$ cat src/rtl/dm_access_ctrl_pkg.sv
// Shared definitions for the data-memory access controller.
//   dm_size_e   : request size codes (11 behaves as a word access)
//   dm_state_e  : controller FSM states
//   DM_RD_LATENCY : DM read latency in cycles. The RD -> CAP sequence
//                   relies on this being 1.
//   size_is_word / access_misaligned : request decode helpers
package dm_access_ctrl_pkg;

  typedef enum logic [1:0] {
    SZ_BYTE     = 2'b00,
    SZ_HALF     = 2'b01,
    SZ_WORD     = 2'b10,
    SZ_WORD_ALT = 2'b11
  } dm_size_e;

  typedef enum logic [2:0] {
    S_IDLE,
    S_RD,
    S_CAP,
    S_WR,
    S_RESP
  } dm_state_e;

  localparam int unsigned DM_RD_LATENCY = 1;

  function automatic logic size_is_word(input logic [1:0] size);
    return size[1];
  endfunction

  // A half must sit on an even byte; a word must sit on lane 0.
  function automatic logic access_misaligned(input logic [1:0] size,
                                             input logic [1:0] lane);
    logic mis;
    mis = 1'b0;
    if (size_is_word(size)) begin
      mis = (lane != 2'b00);
    end else if (size == SZ_HALF) begin
      mis = lane[0];
    end
    return mis;
  endfunction

endpackage

$ cat src/rtl/dm_lane_unit.sv
// Combinational byte-lane logic for dm_access_ctrl (little-endian lanes).
//   size_i    : access size
//   sign_i    : 1 = sign-extend loads, 0 = zero-extend
//   lane_i    : byte address bits [1:0]
//   rdata_i   : word read from DM
//   wdata_i   : right-justified store data
//   ld_data_o : selected lane, extended to WIDTH
//   st_word_o : rdata_i with the store lane replaced (whole wdata_i for words)
// A half uses only lane_i[1]; a word ignores lane_i.
module dm_lane_unit
  import dm_access_ctrl_pkg::*;
#(
  parameter int unsigned WIDTH = 32
) (
  input  dm_size_e         size_i,
  input  logic             sign_i,
  input  logic [1:0]       lane_i,
  input  logic [WIDTH-1:0] rdata_i,
  input  logic [WIDTH-1:0] wdata_i,
  output logic [WIDTH-1:0] ld_data_o,
  output logic [WIDTH-1:0] st_word_o
);

  logic [4:0]       byte_sh;
  logic [4:0]       half_sh;
  logic [7:0]       byte_v;
  logic [15:0]      half_v;
  logic [WIDTH-1:0] byte_mask;
  logic [WIDTH-1:0] half_mask;

  always_comb begin
    byte_sh   = {lane_i, 3'b000};
    half_sh   = {lane_i[1], 4'b0000};
    byte_v    = 8'(rdata_i >> byte_sh);
    half_v    = 16'(rdata_i >> half_sh);
    byte_mask = WIDTH'(8'hFF) << byte_sh;
    half_mask = WIDTH'(16'hFFFF) << half_sh;
    ld_data_o = rdata_i;
    st_word_o = wdata_i;
    unique case (size_i)
      SZ_BYTE: begin
        ld_data_o = sign_i ? {{(WIDTH-8){byte_v[7]}}, byte_v}
                           : {{(WIDTH-8){1'b0}}, byte_v};
        st_word_o = (rdata_i & ~byte_mask)
                  | ((WIDTH'(wdata_i[7:0]) << byte_sh) & byte_mask);
      end
      SZ_HALF: begin
        ld_data_o = sign_i ? {{(WIDTH-16){half_v[15]}}, half_v}
                           : {{(WIDTH-16){1'b0}}, half_v};
        st_word_o = (rdata_i & ~half_mask)
                  | ((WIDTH'(wdata_i[15:0]) << half_sh) & half_mask);
      end
      default: begin
        ld_data_o = rdata_i;
        st_word_o = wdata_i;
      end
    endcase
  end

endmodule

$ cat src/rtl/dm_access_ctrl.sv
// Load/store initiator for the datapath data memory (DM).
// Accepts one CPU request at a time, drives the word-wide DM port, and
// returns extended load data. Sub-word stores read-modify-write the word.
//   clk, rst_n            : clock, asynchronous active-low reset
//   req_valid/req_ready   : request handshake (ready only when idle)
//   req_we/size/sign/addr/wdata : request fields (byte address)
//   resp_valid            : one-cycle completion pulse
//   resp_rdata/resp_err   : result, held until the next response
//   dm_rd_en/dm_wr_en/dm_addr/dm_wdata : DM command (registered)
//   dm_rdata              : DM read data, valid the cycle after dm_rd_en
// Optional build macro DM_ALIGN_CHECK_EN: misaligned half/word requests
// complete at once with resp_err=1 and no DM access. Without it resp_err
// stays 0 and the misaligned low address bits are ignored.
module dm_access_ctrl
  import dm_access_ctrl_pkg::*;
#(
  parameter int unsigned ADDR_SIZE = 10,
  parameter int unsigned WIDTH     = 32
) (
  input  logic                 clk,
  input  logic                 rst_n,
  input  logic                 req_valid,
  output logic                 req_ready,
  input  logic                 req_we,
  input  logic [1:0]           req_size,
  input  logic                 req_sign,
  input  logic [ADDR_SIZE+1:0] req_addr,
  input  logic [WIDTH-1:0]     req_wdata,
  output logic                 resp_valid,
  output logic [WIDTH-1:0]     resp_rdata,
  output logic                 resp_err,
  output logic                 dm_rd_en,
  output logic                 dm_wr_en,
  output logic [ADDR_SIZE-1:0] dm_addr,
  output logic [WIDTH-1:0]     dm_wdata,
  input  logic [WIDTH-1:0]     dm_rdata
);

  dm_state_e            state_q, state_d;
  logic                 we_q, we_d;
  dm_size_e             size_q, size_d;
  logic                 sign_q, sign_d;
  logic [1:0]           lane_q, lane_d;
  logic                 req_ready_q, req_ready_d;
  logic                 resp_valid_q, resp_valid_d;
  logic [WIDTH-1:0]     resp_rdata_q, resp_rdata_d;
  logic                 resp_err_q, resp_err_d;
  logic                 dm_rd_en_q, dm_rd_en_d;
  logic                 dm_wr_en_q, dm_wr_en_d;
  logic [ADDR_SIZE-1:0] dm_addr_q, dm_addr_d;
  logic [WIDTH-1:0]     dm_wdata_q, dm_wdata_d;

  logic                 req_misaligned;
  logic [WIDTH-1:0]     ld_data;
  logic [WIDTH-1:0]     st_word;

`ifdef DM_ALIGN_CHECK_EN
  assign req_misaligned = access_misaligned(req_size, req_addr[1:0]);
`else
  assign req_misaligned = 1'b0;
`endif

  // dm_wdata_q carries the raw store data from acceptance until CAP, where
  // the lane unit merges it into the word just read.
  dm_lane_unit #(
    .WIDTH (WIDTH)
  ) u_lane (
    .size_i    (size_q),
    .sign_i    (sign_q),
    .lane_i    (lane_q),
    .rdata_i   (dm_rdata),
    .wdata_i   (dm_wdata_q),
    .ld_data_o (ld_data),
    .st_word_o (st_word)
  );

  always_comb begin
    state_d      = state_q;
    we_d         = we_q;
    size_d       = size_q;
    sign_d       = sign_q;
    lane_d       = lane_q;
    resp_rdata_d = resp_rdata_q;
    resp_err_d   = resp_err_q;
    dm_addr_d    = dm_addr_q;
    dm_wdata_d   = dm_wdata_q;

    unique case (state_q)
      S_IDLE: begin
        if (req_valid && req_ready_q) begin
          we_d       = req_we;
          size_d     = dm_size_e'(req_size);
          sign_d     = req_sign;
          lane_d     = req_addr[1:0];
          dm_addr_d  = req_addr[ADDR_SIZE+1:2];
          dm_wdata_d = req_wdata;
          if (req_misaligned) begin
            state_d      = S_RESP;
            resp_rdata_d = '0;
            resp_err_d   = 1'b1;
          end else if (req_we && size_is_word(req_size)) begin
            state_d = S_WR;
          end else begin
            state_d = S_RD;
          end
        end
      end
      S_RD: begin
        state_d = S_CAP;
      end
      S_CAP: begin
        if (we_q) begin
          dm_wdata_d = st_word;
          state_d    = S_WR;
        end else begin
          resp_rdata_d = ld_data;
          resp_err_d   = 1'b0;
          state_d      = S_RESP;
        end
      end
      S_WR: begin
        resp_rdata_d = '0;
        resp_err_d   = 1'b0;
        state_d      = S_RESP;
      end
      S_RESP: begin
        state_d = S_IDLE;
      end
      default: begin
        state_d = S_IDLE;
      end
    endcase

    // Outputs are registered copies of what the next state implies.
    req_ready_d  = (state_d == S_IDLE);
    resp_valid_d = (state_d == S_RESP);
    dm_rd_en_d   = (state_d == S_RD);
    dm_wr_en_d   = (state_d == S_WR);
  end

  always_ff @(posedge clk or negedge rst_n) begin
    if (!rst_n) begin
      state_q      <= S_IDLE;
      we_q         <= 1'b0;
      size_q       <= SZ_BYTE;
      sign_q       <= 1'b0;
      lane_q       <= '0;
      req_ready_q  <= 1'b1;
      resp_valid_q <= 1'b0;
      resp_rdata_q <= '0;
      resp_err_q   <= 1'b0;
      dm_rd_en_q   <= 1'b0;
      dm_wr_en_q   <= 1'b0;
      dm_addr_q    <= '0;
      dm_wdata_q   <= '0;
    end else begin
      state_q      <= state_d;
      we_q         <= we_d;
      size_q       <= size_d;
      sign_q       <= sign_d;
      lane_q       <= lane_d;
      req_ready_q  <= req_ready_d;
      resp_valid_q <= resp_valid_d;
      resp_rdata_q <= resp_rdata_d;
      resp_err_q   <= resp_err_d;
      dm_rd_en_q   <= dm_rd_en_d;
      dm_wr_en_q   <= dm_wr_en_d;
      dm_addr_q    <= dm_addr_d;
      dm_wdata_q   <= dm_wdata_d;
    end
  end

  assign req_ready  = req_ready_q;
  assign resp_valid = resp_valid_q;
  assign resp_rdata = resp_rdata_q;
  assign resp_err   = resp_err_q;
  assign dm_rd_en   = dm_rd_en_q;
  assign dm_wr_en   = dm_wr_en_q;
  assign dm_addr    = dm_addr_q;
  assign dm_wdata   = dm_wdata_q;

endmodule

$ cat config.mk
export PLATFORM = sky130hd
export DESIGN_NAME = dm_access_ctrl
export DESIGN_NICKNAME = d
export VERILOG_FILES = /design/src/rtl/dm_access_ctrl_pkg.sv /design/src/rtl/dm_lane_unit.sv /design/src/rtl/dm_access_ctrl.sv
export SDC_FILE = /design/constraint.sdc
export NUM_CORES = 1
export LEC_CHECK = 0
export CAP_MARGIN = 40
export CELL_PAD_IN_SITES_DETAIL_PLACEMENT = 0
export CELL_PAD_IN_SITES_GLOBAL_PLACEMENT = 1
export CORE_UTILIZATION = 30
export CTS_BUF_LIST = sky130_fd_sc_hd__clkbuf_8
export CTS_CLUSTER_SIZE = 14
export DETAILED_ROUTE_END_ITERATION = 8
export HOLD_SLACK_MARGIN = 0.15
export PLACE_DENSITY_LB_ADDON = 0.12
export SLEW_MARGIN = 20
export SYNTH_ARGS = -nofsm -noshare
export SYNTH_HDL_FRONTEND = slang
export SYNTH_HIERARCHICAL = 1
export SYNTH_SLANG_ARGS = --single-unit
export TNS_END_PERCENT = 50
$ cat constraint.sdc
create_clock -name clk -period 3.8 [get_ports clk]
set_clock_uncertainty 0.05 [all_clocks]
set_input_delay 0.76 -clock clk [delete_from_list [all_inputs] [get_ports clk]]
set_output_delay 0.76 -clock clk [all_outputs]
set_load 0.005 [all_outputs]
Word level (Yosys, flattened, before mapping)
Cells that the tools add are included.
{"block": "totals", "ff_bits": 88, "latchBits": 0, "ramBits": 0, "romBits": 0, "inputBits": 83, "out_inout_bits": 79, "wordCells": 63, "n_memories": 0}
{"block": "op_classes", "addsub": 0, "mul": 0, "n_div": 0, "n_lt_le_gt_ge": 0, "n_eq_ne": 11, "shifts": 6, "muxes": 15, "n_bitwise": 8, "reduce_logical": 10}
{"op": "32-bit case mux with 2 select lines", "count": 4}
{"op": "32-bit two-way mux", "count": 5}
{"op": "32-bit AND", "count": 4}
{"op": "32-bit NOT", "count": 2}
{"op": "32-bit OR", "count": 2}
{"op": "16-bit by 5-bit << shifter with 32-bit output", "count": 1}
{"op": "16-bit by 5-bit << shifter with 32-bit output, first input constant", "count": 1}
{"op": "8-bit by 5-bit << shifter with 32-bit output", "count": 1}
{"op": "8-bit by 5-bit << shifter with 32-bit output, first input constant", "count": 1}
{"op": "32-bit by 5-bit right shift with 16-bit output", "count": 1}
{"op": "32-bit by 5-bit right shift with 8-bit output", "count": 1}
{"op": "3-bit case mux with 4 select lines", "count": 1}
{"op": "3-bit by 2-bit == test with 1-bit output, second input constant", "count": 3}
{"op": "3-bit by 1-bit == test with 1-bit output, second input constant", "count": 2}
{"op": "3-bit zero test", "count": 2}
{"op": "3-bit two-way mux", "count": 2}
{"op": "2-bit != test, second input constant", "count": 3}
{"op": "2-bit AND reduction", "count": 2}
{"op": "4-bit AND reduction", "count": 1}
{"op": "2-bit nonzero test", "count": 2}
{"op": "3-bit == test, second input constant", "count": 1}
{"op": "3-bit by 1-bit != test with 1-bit output, second input constant", "count": 1}
{"op": "2-bit by 1-bit == test with 1-bit output, second input constant", "count": 1}
{"op": "1-bit logical AND", "count": 2}
{"op": "4 further kinds", "count": 4}

Longest topological paths before layout
Gate-level depths: netlist (run 1).
{"block": "logic_depth", "ltp_word": 7, "depth_mapped": 7, "depth_no_buf": 5}

Cells and area by module
Netlist (run 1), hierarchy kept.
{"mod": "dm_access_ctrl", "n_inst": 1, "cells_each": 238, "area_per_inst_um2": 3442.1, "seq_area_each_um2": 2178.3}
{"mod": "dm_lane_unit", "n_inst": 1, "cells_each": 212, "area_per_inst_um2": 1564.0, "seq_area_each_um2": 0.0}

Worst setup path before layout (run 1)
Ideal clock, no wire load.
{"block": "synth_timing", "path_kind": "input -> register", "from": "input dm_rdata[7]", "to": "register resp_rdata_q[12], in the netlist resp_rdata[12]", "setup_ps": 121, "arrival_time_ps": 1710, "required_ps": 3629, "path_slack_ps": 1919, "path_stages": 5, "path_buffers": 1, "cell_sequence": "mux2_4 > a22oi_4 > buf_6 > o221ai_2 > a22o_1"}
{"block": "synth_between", "elab_chain_cells": 5}
{"element": "from (decl)", "line_no": "dm_access_ctrl.sv:36", "rtl": "input logic [WIDTH-1:0] dm_rdata"}
{"element": "32-bit by 5-bit right shift with 8-bit output", "line_no": "dm_lane_unit.sv:34", "rtl": "byte_v = 8'(rdata_i >> byte_sh);"}
{"element": "32-bit two-way mux", "line_no": "dm_lane_unit.sv:42", "rtl": "ld_data_o = sign_i ? {{(WIDTH-8){byte_v[7]}}, byte_v}"}
{"element": "32-bit case mux with 2 select lines", "line_no": "dm_lane_unit.sv:40", "rtl": "unique case (size_i)"}
{"element": "net ld_data[12]", "line_no": "dm_access_ctrl.sv:54", "rtl": "logic [WIDTH-1:0] ld_data;"}
{"element": "32-bit two-way mux", "line_no": "dm_access_ctrl.sv:112", "rtl": "if (we_q) begin"}
{"element": "32-bit case mux with 2 select lines", "line_no": "dm_access_ctrl.sv:88", "rtl": "unique case (state_q)"}
{"element": "to (signal assigned)", "line_no": "dm_access_ctrl.sv:164", "rtl": "resp_rdata_q <= resp_rdata_d;"}
{"element": "to (decl)", "line_no": "dm_access_ctrl.sv:46", "rtl": "logic [WIDTH-1:0] resp_rdata_q, resp_rdata_d;"}
The timed path passes the listed nets, and every way through them passes these cells. The select of a mux whose other input is x is not followed.
A chain may end at the register's enable or synchronous reset.

Final worst setup path (run 1)
{"block": "layout_timing", "from": "input dm_rdata[31]", "to": "register resp_rdata_q[11], in the netlist resp_rdata[11]"}
The elaborated chain is that of the path after synthesis.

==> Flow_metrics.wiki, run 1 <==
{| class="wikitable"
! Metric !! Value
|-
| Drt pass-1 iters || 6
|-
| Buffer count from post-CTS setup fixing || 0
|-
| Number of nets in the synthesized netlist || 533
|-
| Total global-route track usage || 0.215
|-
| Post-synth top flop || dfrtp_1
|-
| Part of the Yosys area used for sequential elements || 0.435
|-
| Final RePlAce weighted congestion || 0.834
|-
| Share of synthesized registers carrying an async set or reset || 1.00
|-
| Final Instance Area || 0.00690 mm^2
|-
| Worst setup timing slack at the placement stage || 0.943 ns
|-
| Initial detailed-routing violation count || 324
|-
| Inserted Diodes || 0
|-
| Post-CTS Hold Buffers || 0
|-
| Main area contributors after synthesis || dfrtp_1 (43%), o221a_2 (7.2%), a22o_1 (5.6%)
|-
| Worst R2R Start || size_q[1]$_DFFE_PN0P_
|-
| CTS tree || yes
|-
| TNS Setup || 0 ns
|-
| Synthesized-area fraction occupied by adder cells || 0
|-
| Area Growth Syn to Fin || 37.9%
|-
| Synth top area share || 0.430
|-
| Req. time, crit path || around 4.0 ns
|-
| Antenna violations before repair || 0
|-
| Fmax achieved || 0.405 GHz
|-
| Power dissipated by switching net loads || 0.00226 W
|-
| Arrival time worst endpoint || between 2 and 3 ns
|-
| Maximum number of pins on one net before global-route repair || 55
|-
| Starting utilization of the core area || 0.312
|-
| Post-synthesis simple-gate area fraction || 0.153
|-
| PD cells || 824 mW/mm^2
|-
| Register-to-register setup slack || between 1 and 1.5 ns
|-
| Max clock buf depth || 2
|-
| Critical path peak fanout || 25
|-
| Drt total wl || between 15 and 20 mm
|-
| Hold Fails Final Rpt || 0
|-
| Average via count per standard cell || ~5.5
|-
| Deepest level of the CTS H-tree || 3
|-
| Number of nets at the end of the flow || around 670
|-
| Share of the synthesized netlist area taken by xor and xnor gates || 0
|-
| # clock sinks || 87
|-
| Share of synthesized area spent on multiplexers || 0.0760
|-
| Post-cts resize count || 0
|-
| Synth Area in Compound Gates || 0.278
|-
| Placed wire-length estimate after detailed placement || 12.9 mm
|-
| Cell area after technology mapping || 0.00501 mm^2
|-
| Number of nets with antenna violations after routing || 0
|-
| Standard-cell rows || 46
|-
| Critical Setup Path Class || in2reg
|-
| Cells after Synth || 450
|-
| Number of warnings printed during yosys synthesis || 6
|-
| First-pass GRT wire length || 28.3 mm
|-
| Average wire length per cell after detail routing || 22.2 um
|-
| Sw Share || 0.397
|-
| Post-layout min period || 2.47 ns
|-
| Number of global-route vias before repair || 4495
|-
| Number of vias in the routed layout || 4460
|-
| Worst Setup End Kind || flip-flop
|-
| Die Footprint || 0.0172 mm^2
|-
| Most used cells in the layout excluding fill and tap cells || clkdlybuf4s50_1 (159), dfrtp_1 (85), nand2_1 (35)
|-
| Fin crit share || 0.650
|-
| Internal power summed over all cells || 0.00343 W
|-
| Count of different cell masters after synthesis || 47
|-
| Number of synthesized register bits || 87
|-
| Leading cell type in the layout, fill and taps excluded || clkdlybuf4s50_1
|-
| Critical R2R Capture || dm_wdata[15]$_DFFE_PN0P_
|-
| Slew Viols, Final || 0
|-
| Width of the die || 131 um
|-
| Setup repair after global routing missed its margin || false
|-
| R2R depth || 6
|-
| Outcome || completed
|-
| Slack of the critical path || between 1 and 1.5 ns
|-
| Cell leakage power || 2.71 nW
|-
| GR Overflow Total || 0
|-
| Sum of internal, switching and leakage power || between 0.005 and 0.006 W
|-
| Critical Path Source || dm_rdata[31]
|-
| CTS root buffer || clkbuf_8
|-
| Type of the worst min-delay path || in2async
|-
| DRC || 0
|-
| Flop pwr share || 0.315
|-
| Logic gate share of total power || 0.584
|-
| Clock power share || 0.101
|-
| I/O pin count || ~160
|-
| Fraction of final layout cells with drive strength greater than 1 || 0.192
|-
| Per-instance average area after synthesis || 11.1 um^2
|-
| Insertion delay of the later-clocked pin in the worst-skew pair || 0.37 ns
|-
| Slew at the pin with the worst max-slew slack || about 0.73 ns
|-
| Final setup violating endpoints || 0
|-
| Max cap viols || 0
|-
| Clock slew at the register clock pins of the worst setup and hold paths || 0.09 ns
|-
| Placeable core region || 0.0161 mm^2
|-
| Top cell type by total area after synthesis || dfrtp_1
|-
| Number of CTS-inserted buffers || 9
|-
| Height of the die || between 100 and 150 um
|-
| Worst-case headroom to the max-slew limit || 0.508
|-
| Placed standard-cell area || 0.00672 mm^2
|-
| Largest family of logic cells by synthesized area || compound AO/OA/AOI/OAI gates
|-
| Critical path startpoint category || input pin
|-
| Number of flops mapped to enable cells by yosys || 0
|-
| Number of buffers added on ports || 160
|-
| Maximum ir drop on the vdd rail || 274 uV
|}
==> cell usage after synthesis (5+ instances only) <==
| cell type | number |
|---|---|
| a22o_1 | 32 |
| and2_1 | 17 |
| nand3b_1 | 8 |
| o211ai_1 | 17 |
| a221o_1 | 23 |
| buf_6 | 10 |
| a22oi_1 | 8 |
| nor2_1 | 8 |
| o221a_2 | 32 |
| nand2_1 | 36 |
| clkbuf_1 | 10 |
| nand2b_1 | 32 |
| dfrtp_1 | 86 |
| or2_2 | 11 |
| a21oi_1 | 10 |
| o221ai_1 | 5 |
| mux2_2 | 24 |
| mux2i_1 | 8 |
| o31ai_1 | 8 |
| buf_2 | 19 |
| o22ai_1 | 8 |
==> cell families after synthesis <==
group                  count (synthesis)
flip-flops                            87
multiplexers                          34
buffers and inverters                 47
other                                  1
AND/OR/NAND/NOR                      127
AO/OA/AOI/OAI                        154
==> through the flow <==
| stage | util | cells | hold slack (ns) |
|---|---|---|---|
| final | 0.430 | 810 | 0.397 |
| after floorplan | - | 450 | 0.406 |
| after global routing | 0.430 | 810 | 0.439 |
| after CTS | 0.428 | 808 | 0.405 |
| after detailed placement | 0.418 | 794 | 0.443 |
| after global placement | 0.417 | 792 | 0.436 |
==> critical path, cell delays in order <==
cell and delay (ns):
clkdlybuf4s50_1 0.42, buf_4 0.15, mux2_4 0.30, a22oi_4 0.58, o221ai_1 0.22, a22o_1 0.24
==> cell type report <==
class | count | area, um^2
clock buffer | 9 | 124
clock inverter | 5 | 28.8
fill | 1553 | 9160
inverter | 5 | 18.8
multi-input combinational | 316 | 2550
sequential | 87 | 2180
tap | 216 | 270
timing repair buffer | 172 | 1730
==> worst max path at each step <==
stage / to / slack, ns / depth (start not counted)
global route: resp_rdata[11]$_DFFE_PN0P_ / 1.22 / 6
floorplan: resp_rdata[12]$_DFFE_PN0P_ / 1.92 / 5
global placement: resp_rdata[14]$_DFFE_PN0P_ / 1.01 / 6
CTS: dm_wdata[15]$_DFFE_PN0P_ / 1.30 / 5
finish: resp_rdata[11]$_DFFE_PN0P_ / 1.33 / 6
detailed placement: resp_rdata[11]$_DFFE_PN0P_ / 0.94 / 6
==> flip-flops by register name (all words and copies together), names as in the netlist <==
name and cells:
req_ready 1, dm_rd_en 1, resp_valid 1, dm_wdata 32
we_q 1, resp_rdata 32, sign_q 1, dm_wr_en 1
size_q 2, dm_addr 10, lane_q 2, state_q 3
==> metal layers <==
metal,track usage,wire [um]
met2,0.322,7950
met1,0.308,8600
met3,0.0432,1140
met5,0,0
met4,0.0719,331
==> power groups by stage <==
stage                     clock network (W)  registers (W)  logic [W]
after floorplan                           0        0.00165    0.00213
after global placement                    0        0.00185    0.00317
after detailed placement                  0        0.00184    0.00324
after CTS                          0.000589        0.00183    0.00325
after global routing               0.000632        0.00186    0.00357
final                              0.000573        0.00180    0.00332
No activity file was read; power rests on OpenSTA's default activity.
==> run 2, diff against run 1 <==
==> constraint.sdc (replaced) <==
create_clock -name clk -period 2.55 [get_ports clk]
set_clock_uncertainty 0.05 [all_clocks]
set_input_delay 0.51 -clock clk [delete_from_list [all_inputs] [get_ports clk]]
set_output_delay 0.51 -clock clk [all_outputs]
set_load 0.005 [all_outputs]
==> run 2 against run 1 <==
Effect of this change: sequential cell count stayed put; die area did not move; global-route usage fell by 0.44 points; power increased by 52%; sequential power is 49% higher; count of clock-buffer cells in the layout increased by 2; setup slack got worse by 0.86 ns; critical path depth unchanged; via count fell by 1.6%; first-iteration DRC count is 19% higher; utilization rose by 0.61 points; largest cell class unchanged; largest power group unchanged.
==> Flow_metrics.wiki, run 2 (same netlist as run 1, synthesis figures left out) <==
{| class="wikitable"
! Metric !! Value
|-
| Fmax achieved || 0.479 GHz
|-
| Fin crit share || 0.818
|-
| Antenna violations before repair || 0 (unchanged)
|-
| Count of fill cells added during filler insertion || 1517 (-2.3%)
|-
| Number of global-route vias before repair || 4466 (-0.65%)
|-
| CTS root buffer || clkbuf_8
|-
| Met2 Use GR || 0.320 (-0.00177)
|-
| Starting utilization of the core area || 0.312 (unchanged)
|-
| R2R depth || 6 (unchanged)
|-
| Worst Hold Path Cells || 1
|-
| Fraction of final layout cells with drive strength greater than 1 || 0.205 (+0.0134)
|-
| Number of buffers added on ports || 160 (unchanged)
|-
| Slew Viols, Final || 0 (unchanged)
|-
| DRC || 0 (unchanged)
|-
| Inserted Diodes || 0 (unchanged)
|-
| Maximum ir drop on the vdd rail || 448 uV (+64%)
|-
| Initial detailed-routing violation count || 386 (+19%)
|-
| PD cells || 1230 mW/mm^2 (+49%)
|-
| Area Growth Syn to Fin || 39.8%
|-
| Die Footprint || 0.0172 mm^2 (unchanged)
|-
| Buffer count from post-CTS setup fixing || 0 (unchanged)
|-
| Number of nets with antenna violations after routing || 0 (unchanged)
|-
| Number of vias in the routed layout || 4390 (-1.6%)
|-
| Worst-case headroom to the max-slew limit || 0.489 (-0.0189)
|-
| Final RePlAce weighted congestion || 0.802 (-3.7%)
|-
| Width of the die || 131 um (unchanged)
|-
| Max clock buf depth || 2 (unchanged)
|-
| Slew at the pin with the worst max-slew slack || 0.762 ns (+0.0282 ns)
|-
| FF+latch area || 0.00218 mm^2 (unchanged)
|-
| GR Overflow Total || 0 (unchanged)
|-
| Global-route track usage on met3 || 0.0390 (-0.00424)
|-
| Insertion delay of the later-clocked pin in the worst-skew pair || 0.38 ns (about the same)
|-
| Worst Setup End Kind || flip-flop
|-
| TNS Setup || 0 ns (unchanged)
|-
| # clock sinks || 87 (unchanged)
|-
| Req. time, crit path || 2.78 ns (-1.23 ns)
|-
| Hold Fails Final Rpt || 0 (unchanged)
|-
| Standard-cell rows || 46 (unchanged)
|-
| Most used routing layer in global routing || met2
|-
| Most used cells in the layout excluding fill and tap cells || clkdlybuf4s50_1 (159), dfrtp_1 (85), nand2_1 (35)
|-
| Total global-route track usage || 0.211 (-0.00443)
|-
| Arrival time worst endpoint || 2.31 ns (-0.37 ns)
|-
| Drt pass-1 iters || 5 (-1)
|-
| Average wire length per cell after detail routing || 21.6 um (-3.1%)
|-
| CTS tree || yes
|-
| Drt total wl || 17.7 mm (-1.9%)
|-
| Sum of internal, switching and leakage power || 0.00862 W (+52%)
|-
| Height of the die || 131 um (unchanged)
|-
| Fraction of met1 tracks used by global routing || 0.297 (-0.0106)
|-
| First-pass GRT wire length || 27.6 mm (-2.8%)
|-
| Placed wire-length estimate after detailed placement || 13.0 mm (+0.34%)
|-
| Post-cts resize count || 0 (unchanged)
|-
| Clock slew at the register clock pins of the worst setup and hold paths || 0.10 ns (about the same)
|-
| Critical path peak fanout || 14 (-44%)
|-
| I/O pin count || 162 (unchanged)
|-
| Post-layout min period || 2.09 ns
|-
| Footprint of the multi-input gates || 0.00255 mm^2 (unchanged)
|-
| Average via count per standard cell || 5.35 (-2.8%)
|-
| Leading cell type in the layout, fill and taps excluded || clkdlybuf4s50_1
|-
| Deepest level of the CTS H-tree || 3 (unchanged)
|-
| Outcome || completed
|-
| Critical path startpoint category || flip-flop
|-
| Placeable core region || 0.0161 mm^2 (unchanged)
|-
| Critical Setup Path Class || reg2reg
|-
| Type of the worst min-delay path || reg2reg
|-
| Number of CTS-inserted buffers || 9 (unchanged)
|-
| Post-CTS Hold Buffers || 1 (+1)
|-
| Max cap viols || 0 (unchanged)
|-
| Cell leakage power || 2.76 nW (+1.8%)
|-
| Setup repair after global routing missed its margin || false
|-
| Number of nets at the end of the flow || 682 (+1.2%)
|-
| Maximum number of pins on one net before global-route repair || 51 (-7.3%)
|-
| Final setup violating endpoints || 0 (unchanged)
|}
run 2: cell types whose count changed in the layout (fill, tap and decap cells not counted), moves of 2 or more:
| cell | before | now |
|---|---|---|
| buf_8 | 4 | 0 |
| buf_4 | 8 | 17 |
| clkinv_4 | 0 | 2 |
| buf_12 | 1 | 3 |
| clkbuf_8 | 9 | 11 |
| clkinv_2 | 2 | 0 |
run 2: cell type report:
type | instances | area share
clock inverters | 5 | 0.00590
repair buffers | 180 | 0.256
multi-input cells | 316 | 0.364
clock buffers | 11 | 0.0216
flip-flops and latches | 87 | 0.311
inverters | 5 | 0.00268
well taps | 216 | 0.0386
run 2: per-stage QoR:
| step | cells | setup WS, ns | util | hold slack [ns] | instance area (um^2) |
|---|---|---|---|---|---|
| finish | 820 | 0.464 | 0.436 | 0.458 | 7000 |
| global placement | 803 | 0.295 | 0.423 | 0.436 | 6800 |
| floorplan | 450 | 0.850 | - | 0.164 | 5010 |
| detailed placement | 803 | 0.277 | 0.423 | 0.441 | 6800 |
| CTS | 820 | 0.475 | 0.436 | 0.462 | 7000 |
| global route | 820 | 0.332 | 0.436 | 0.473 | 7000 |
run 2: worst paths after layout:
kind / from / endpoint / slack (ns)
max in group asynchronous: rst_n / size_q[0]$_DFFE_PN0P_ / 1.16
setup reg to reg: lane_q[1]$_DFFE_PN0P_ / resp_rdata[8]$_DFFE_PN0P_ / 0.46
hold reg to reg: dm_addr[1]$_DFFE_PN0P_ / dm_addr[1]$_DFFE_PN0P_ / 0.46
min in group asynchronous: rst_n / dm_addr[0]$_DFFE_PN0P_ / 0.60
setup / recovery: lane_q[1]$_DFFE_PN0P_ / resp_rdata[8]$_DFFE_PN0P_ / 0.46
hold / removal: dm_addr[1]$_DFFE_PN0P_ / dm_addr[1]$_DFFE_PN0P_ / 0.46
run 2: worst max-delay path: stages (launching register included):
cell and delay, ns:
dfrtp_1 0.59, buf_4 0.22, mux2_4 0.35, a22oi_4 0.17, buf_4 0.25, o221ai_1 0.14, a22o_1 0.21
run 2: where the power goes:
group / switching (W) / internal, W
Combinational: 0.00213 / 0.00285
Sequential: 0.000689 / 0.00199
Clock: 0.000554 / 0.000415
Total: 0.00337 / 0.00525
run 2: per-layer routing:
metal | wire, um | up-vias | share of wire
met1 | 8250 | 2156 | 0.47
met2 | 7910 | 179 | 0.45
li1 | - | 2030 | -
met5 | 0 | - | 0
met4 | 384 | 0 | 0.022
met3 | 1130 | 25 | 0.064
